$ cat src/rtl/local_bus_pkg.sv
// Shared definitions for the local-bus UART command receiver: framing
// constants, parser states and the CRC-8 byte update.
`default_nettype none

package local_bus_pkg;

  localparam logic [7:0] SYNC_BYTE    = 8'h55;
  localparam logic [7:0] CMD_IDENTIFY = 8'h3F;
  localparam logic [7:0] CRC8_POLY    = 8'h07;

  typedef enum logic [1:0] {
    IDLE = 2'd0,
    CMD  = 2'd1,
    DATA = 2'd2,
    CRC  = 2'd3
  } parser_state_t;

  // MSB-first CRC-8, no reflection, no final XOR
  function automatic logic [7:0] crc8_byte(input logic [7:0] crc, input logic [7:0] data_byte);
    logic [7:0] c;
    c = crc ^ data_byte;
    for (int i = 0; i < 8; i++) begin
      c = c[7] ? ((c << 1) ^ CRC8_POLY) : (c << 1);
    end
    return c;
  endfunction

endpackage

`default_nettype wire

$ cat src/rtl/uart_byte_rx.sv
// UART byte receiver: 2-flop synchroniser, mid-bit sampling, 8N1 framing.
// Emits a one-cycle o_byte_valid, or o_frame_err when the stop bit is low.
`default_nettype none

module uart_byte_rx #(
  parameter int unsigned CLKS_PER_BIT = 434
) (
  input  logic       clk,
  input  logic       rst_n,
  input  logic       i_rx,
  output logic       o_byte_valid,
  output logic [7:0] o_byte,
  output logic       o_frame_err
);

  localparam logic [31:0] HALF_LAST = 32'(CLKS_PER_BIT / 2 - 1);
  localparam logic [31:0] FULL_LAST = 32'(CLKS_PER_BIT - 1);

  typedef enum logic [1:0] {
    RX_IDLE  = 2'd0,
    RX_START = 2'd1,
    RX_DATA  = 2'd2,
    RX_STOP  = 2'd3
  } rx_state_t;

  rx_state_t   r_state;
  logic [1:0]  r_sync;
  logic        r_prev;
  logic [31:0] r_cnt;
  logic [2:0]  r_bit_idx;
  logic [7:0]  r_shift;
  logic        r_valid;
  logic        r_err;
  logic [7:0]  r_byte;
  logic        w_rx;

  assign w_rx = r_sync[1];

  always_ff @(posedge clk or negedge rst_n) begin
    if (!rst_n) begin
      r_state   <= RX_IDLE;
      r_sync    <= 2'b11;
      r_prev    <= 1'b1;
      r_cnt     <= 32'd0;
      r_bit_idx <= 3'd0;
      r_shift   <= 8'd0;
      r_valid   <= 1'b0;
      r_err     <= 1'b0;
      r_byte    <= 8'd0;
    end else begin
      r_sync  <= {r_sync[0], i_rx};
      r_prev  <= w_rx;
      r_valid <= 1'b0;
      r_err   <= 1'b0;
      case (r_state)
        RX_IDLE: begin
          r_cnt <= 32'd0;
          if (r_prev && !w_rx) r_state <= RX_START;
        end
        RX_START: begin
          // a line that is high again at mid start bit was only a glitch
          if (r_cnt == HALF_LAST) begin
            r_cnt     <= 32'd0;
            r_bit_idx <= 3'd0;
            r_state   <= w_rx ? RX_IDLE : RX_DATA;
          end else begin
            r_cnt <= r_cnt + 32'd1;
          end
        end
        RX_DATA: begin
          if (r_cnt == FULL_LAST) begin
            r_cnt     <= 32'd0;
            r_shift   <= {w_rx, r_shift[7:1]};
            r_bit_idx <= r_bit_idx + 3'd1;
            if (r_bit_idx == 3'd7) r_state <= RX_STOP;
          end else begin
            r_cnt <= r_cnt + 32'd1;
          end
        end
        RX_STOP: begin
          if (r_cnt == FULL_LAST) begin
            r_cnt   <= 32'd0;
            r_state <= RX_IDLE;
            if (w_rx) begin
              r_valid <= 1'b1;
              r_byte  <= r_shift;
            end else begin
              r_err <= 1'b1;
            end
          end else begin
            r_cnt <= r_cnt + 32'd1;
          end
        end
        default: r_state <= RX_IDLE;
      endcase
    end
  end

  assign o_byte_valid = r_valid;
  assign o_byte       = r_byte;
  assign o_frame_err  = r_err;

endmodule

`default_nettype wire

$ cat src/rtl/local_bus_uart_cmd_rx.sv
// Local-bus command receiver: parses SYNC/CMD/[DATA x4]/CRC frames from the
// UART and issues CRC-checked write strobes, read requests and identify.
`default_nettype none

module local_bus_uart_cmd_rx
  import local_bus_pkg::*;
#(
  parameter int unsigned CLK_FREQ_HZ  = 50000000,
  parameter int unsigned BAUD         = 115200,
  parameter int unsigned TIMEOUT_BITS = 20
) (
  input  logic        lb_clk,
  input  logic        lb_reset_n,
  input  logic        rx,
  output logic        wr_en,
  output logic [3:0]  wr_addr,
  output logic [31:0] wr_data,
  output logic        rd_req,
  output logic [3:0]  rd_addr,
  output logic        lb_crc_error_n,
  output logic        ubus_identify,
  output logic        rx_busy
);

  localparam int unsigned CLKS_PER_BIT = CLK_FREQ_HZ / BAUD;
  localparam logic [31:0] TIMEOUT_LAST = 32'(TIMEOUT_BITS * CLKS_PER_BIT - 1);

  logic          w_byte_valid;
  logic [7:0]    w_byte;
  logic          w_frame_err;

  parser_state_t r_state;
  logic [7:0]    r_cmd;
  logic [7:0]    r_crc;
  logic [1:0]    r_cnt;
  logic [31:0]   r_shift;
  logic [31:0]   r_to_cnt;
  logic          r_wr_en;
  logic [3:0]    r_wr_addr;
  logic [31:0]   r_wr_data;
  logic          r_rd_req;
  logic [3:0]    r_rd_addr;
  logic          r_crc_ok;
  logic          r_ident;

  uart_byte_rx #(
    .CLKS_PER_BIT (CLKS_PER_BIT)
  ) u_byte_rx (
    .clk          (lb_clk),
    .rst_n        (lb_reset_n),
    .i_rx         (rx),
    .o_byte_valid (w_byte_valid),
    .o_byte       (w_byte),
    .o_frame_err  (w_frame_err)
  );

  always_ff @(posedge lb_clk or negedge lb_reset_n) begin
    if (!lb_reset_n) begin
      r_state   <= IDLE;
      r_cmd     <= 8'd0;
      r_crc     <= 8'd0;
      r_cnt     <= 2'd0;
      r_shift   <= 32'd0;
      r_to_cnt  <= 32'd0;
      r_wr_en   <= 1'b0;
      r_wr_addr <= 4'd0;
      r_wr_data <= 32'd0;
      r_rd_req  <= 1'b0;
      r_rd_addr <= 4'd0;
      r_crc_ok  <= 1'b1;
      r_ident   <= 1'b0;
    end else begin
      r_wr_en  <= 1'b0;
      r_rd_req <= 1'b0;
      if (w_byte_valid || r_state == IDLE) r_to_cnt <= 32'd0;
      else                                 r_to_cnt <= r_to_cnt + 32'd1;

      if (w_frame_err) begin
        r_state <= IDLE;
      end else if (w_byte_valid) begin
        case (r_state)
          IDLE: begin
            if (w_byte == SYNC_BYTE) r_state <= CMD;
          end
          CMD: begin
            // 0x55 falls in the illegal range, so a repeated SYNC aborts
            if (w_byte[6:4] == 3'b000 || w_byte == CMD_IDENTIFY) begin
              r_cmd   <= w_byte;
              r_crc   <= crc8_byte(8'h00, w_byte);
              r_cnt   <= 2'd0;
              r_state <= w_byte[7] ? DATA : CRC;
            end else begin
              r_state <= IDLE;
            end
          end
          DATA: begin
            r_shift <= {r_shift[23:0], w_byte};
            r_crc   <= crc8_byte(r_crc, w_byte);
            r_cnt   <= r_cnt + 2'd1;
            if (r_cnt == 2'd3) r_state <= CRC;
          end
          CRC: begin
            r_state <= IDLE;
            if (w_byte == r_crc) begin
              r_crc_ok <= 1'b1;
              if (r_cmd == CMD_IDENTIFY) begin
                r_ident <= 1'b1;
              end else if (r_cmd[7]) begin
                r_wr_en   <= 1'b1;
                r_wr_addr <= r_cmd[3:0];
                r_wr_data <= r_shift;
              end else begin
                r_rd_req  <= 1'b1;
                r_rd_addr <= r_cmd[3:0];
              end
            end else begin
              r_crc_ok <= 1'b0;
            end
          end
          default: r_state <= IDLE;
        endcase
      end else if (r_state != IDLE && r_to_cnt == TIMEOUT_LAST) begin
        r_state <= IDLE;
      end
    end
  end

  assign wr_en          = r_wr_en;
  assign wr_addr        = r_wr_addr;
  assign wr_data        = r_wr_data;
  assign rd_req         = r_rd_req;
  assign rd_addr        = r_rd_addr;
  assign lb_crc_error_n = r_crc_ok;
  assign ubus_identify  = r_ident;
  assign rx_busy        = (r_state != IDLE);

endmodule

`default_nettype wire

$ cat config.mk
export PLATFORM = sky130hd
export DESIGN_NAME = local_bus_uart_cmd_rx
export DESIGN_NICKNAME = d
export VERILOG_FILES = /design/src/rtl/local_bus_pkg.sv /design/src/rtl/uart_byte_rx.sv /design/src/rtl/local_bus_uart_cmd_rx.sv
export SDC_FILE = /design/constraint.sdc
export NUM_CORES = 1
export LEC_CHECK = 0
export CELL_PAD_IN_SITES_DETAIL_PLACEMENT = 1
export CELL_PAD_IN_SITES_GLOBAL_PLACEMENT = 1
export CORE_ASPECT_RATIO = 1.5
export CORE_MARGIN = 4
export CORE_UTILIZATION = 52
export DETAILED_ROUTE_END_ITERATION = 8
export PLACE_DENSITY_LB_ADDON = 0.1
export SLEW_MARGIN = 20
export SYNTH_ARGS = -nofsm -noshare
export SYNTH_HDL_FRONTEND = slang
export SYNTH_SLANG_ARGS = --single-unit
$ cat constraint.sdc
create_clock -name lb_clk -period 3.45 [get_ports lb_clk]
set_clock_uncertainty 0.05 [all_clocks]
set_input_delay 0.69 -clock lb_clk [delete_from_list [all_inputs] [get_ports lb_clk]]
set_output_delay 0.69 -clock lb_clk [all_outputs]
set_load 0.02 [all_outputs]
==> flow_summary.toml <==
[critical_path]
r2r_cells = 8
crit_required_ns = 2.71
worstReg2RegStart = "u_byte_rx.o_byte[6]"
end_kind = "primary output"
start_kind = "flip-flop"
crit_type = "flip-flop to primary output"
crit_chain = "nor2_1 > inv_1 > clkdlybuf4s50_1"
cp.arrival_ns = 2.01
critPathMaxFanout = 8
critPathMaxStageDelay_ns = 0.55
crit_start = "r_state[1]"
cp_slowest_cell = "clkdlybuf4s50_1"

[floorplan]
die_h_um = 165
io_pins = 48
core_um2 = 16200
initial_core_util_pct = 52.8
rows = 57
die_w_um = 113
die_area_um2 = 18600

[placed_design]
portBuffers = 47
detailed_place_hpwl_um = 13800
place_area_um2 = 9250
gp_routability_congestion = 0.896

[sta]
setup_tns_ns = 0
hold_ws_ns = 0.103
finalSetupViolations = 0
period_needed_ns = 2.75
rsz0062_at_grt = "no"
maxSlewViolCount = 0
fmax_mhz = 364
slew-limit-headroom_pct = 42.5
worst_pin_slew_ns = 0.855
hold_viol = 0
fin_crit_sh_pct = 79.7

[cts]
ctsResizeCount = 0
ctsHoldBuffers = 0
clockBufferDepth = 2
cts_made_buffers = 17
h-tree-depth = 4
clk_pin_slew_ns = 0.07
clk_latency_ns = 0.44
post_cts_buffers = 0
cts_tree = "yes"
cts_root_buf = "clkbuf_16"
cts_sinks = 186

[power]
p_leak_nw = 4.43
ir_worst_vdd_v = 0.000247
seq_power_share_pct = 50.7
pwr-share-clk_pct = 45.3
p_total_mw = 4.44
internal_power_mw = 3.37
power_density_nw_per_um2 = 451
combPwrFrac_pct = 4.0
switching_share_pct = 24.2
p_sw_mw = 1.08

[routing]
vias = 5742
wire_per_inst_um = 20.2
drc = 0
routed_via_density = 5.76
drt_first_pass_iters = 4
drt_iter0_drc = 245
wl_um = 20200
ant_nets = 0

[final_layout]
layout-drive-gt1-share_pct = 19.5
fin_nets = 798
multi_input_area_um2 = 3690
syn_to_final_growth_pct = 15.4
diodes = 0
regArea_um2 = 4660
nFillCells = 1635
finalInstanceArea_um2 = 9860
utilization_pct = 60.9

[grt]
antenna_found_initial = 0
groute.usage.overall_pct = 23.4
grt_pass1_vias = 6579
grt_max_degree = 78
gr-total-overflow = 0
grt_first_pass_wirelength_um = 34200

[logic_synthesis]
yosysSeqAreaShare_pct = 54.5
yosysWarnings = 0
yosys.area.top_type = "dfrtp_1"
syn_area_um2 = 8540
syn_nets = 751
synth_area_per_cell_um2 = 11.7
synth_top_cell_area_share_pct = 53.3
synth_edf_count = 0
synth.area.top_cells = "dfrtp_1 53%, mux2_2 13%, xnor2_1 4.7%, xor2_1 3.7%, nor2_1 3.5%"
yosys_most_used_dff = "dfrtp_1"
ys_seq_elements = 186
async_flop_share_pct = 100
syn_inst = 731
synth_cell_types = 54

[run]
drv_cap = 0

[status]
status = "finished, final reports clean"

[min_path]
hold_path_class = "input pin to asynchronous set/reset pin"
## sequential cells by signal (all words and copies together) (netlist names), 3 cells and up, named ones only
name	count
rd_addr	4
u_byte_rx.r_shift	8
r_to_cnt	32
wr_addr	4
u_byte_rx.r_bit_idx	3
u_byte_rx.o_byte	8
u_byte_rx.r_cnt	32
wr_data	32
r_shift	32
r_crc	8
r_cmd	8
## power groups by stage
| stage | Combinational, mW | Clock, mW | Sequential, mW |
|---|---|---|---|
| 3_3_place_gp | 0.177 | 0 | 2.29 |
| 5_1_grt | 0.208 | 2.15 | 2.26 |
| 4_1_cts | 0.184 | 2.05 | 2.25 |
| 2_1_floorplan | 0.112 | 0 | 2.28 |
| 3_5_place_dp | 0.183 | 0 | 2.30 |
| 6_report | 0.177 | 2.01 | 2.25 |
## placed cells by master, fill, tap and decap left out, drive strengths merged, types with 14 or more instances in the layout
cell           instances
nand4                 23
a21oi                 14
nand3                 26
ha                    17
clkdlybuf4s50         46
nand2                 39
o21ai                 20
clkbuf                17
xnor2                 47
inv                   23
nor4                  23
dfrtp                182
xor2                  36
nor2                  81
mux2                  97
## per-stage QoR
step           std cells  setup WS [ns]
6_report             997          0.701
5_1_grt              997          0.616
4_1_cts              997          0.680
3_5_place_dp         965          0.866
3_3_place_gp         965          0.932
2_1_floorplan        731           1.11
## synthesized netlist by cell type (3+ instances only)
master,n
nand3_1,25
nand4_1,23
and3_1,7
inv_1,18
nand2_1,39
dfstp_2,4
a21oi_1,14
and4_1,6
xor2_1,36
xnor2_1,46
o21ai_0,19
mux2_2,97
nor2_1,80
ha_1,17
nor4_1,21
a22o_1,3
nor4bb_1,3
or3_1,7
clkbuf_1,12
dfrtp_1,182
and2_1,4
buf_2,13
nor3_1,13
## layer usage
| layer | share of wire [%] | track usage (%) |
|---|---|---|
| met1 | 38 | 26.0 |
| met2 | 56 | 43.0 |
| met3 | 3.1 | 4.58 |
| met4 | 3.4 | 10.2 |
| met5 | 0 | 0 |
## worst paths after layout
kind / end / slack [ns]
setup reg to reg: r_crc[0] / 0.82
setup / recovery: rx_busy / 0.70
max in group asynchronous: u_byte_rx.r_sync[0] / 2.48
hold / removal: r_cnt[0] / 0.10
min in group lb_clk: u_byte_rx.r_sync[1] / 0.31
hold reg to reg: u_byte_rx.r_sync[1] / 0.31
## logic make-up (layout without fill, tap and decap cells)
kind of cell / Yosys count / in the layout / synth area share (%)
DFF: 186 / 186 / 54.5
and+or+nand+nor: 248 / 248 / 15.0
xor gates and xnor gates: 85 / 85 / 9.12
muxes: 99 / 99 / 13.0
buffers and inverters: 46 / 106 / 2.31
AOI/OAI and AO/OA: 50 / 50 / 3.54
adders and majority gates: 17 / 17 / 2.49
## area by class of cell
| cell class | instances | area share, % |
|---|---|---|
| Multi-Input combinational cell | 499 | 37.4 |
| Inverter | 18 | 0.685 |
| Timing Repair Buffer | 56 | 5.85 |
| Clock buffer | 17 | 4.31 |
| Tap cell | 206 | 2.61 |
| Clock inverter | 15 | 1.88 |
| Sequential cell | 186 | 47.2 |
## critical path, delay by kind of cell, from the launching register on
family,cells,cell delay (ns)
AND/OR/NAND/NOR,1,0.48
buffers and inverters,2,0.63
flip-flops,1,0.46
Power figures use the tool's default switching activity.
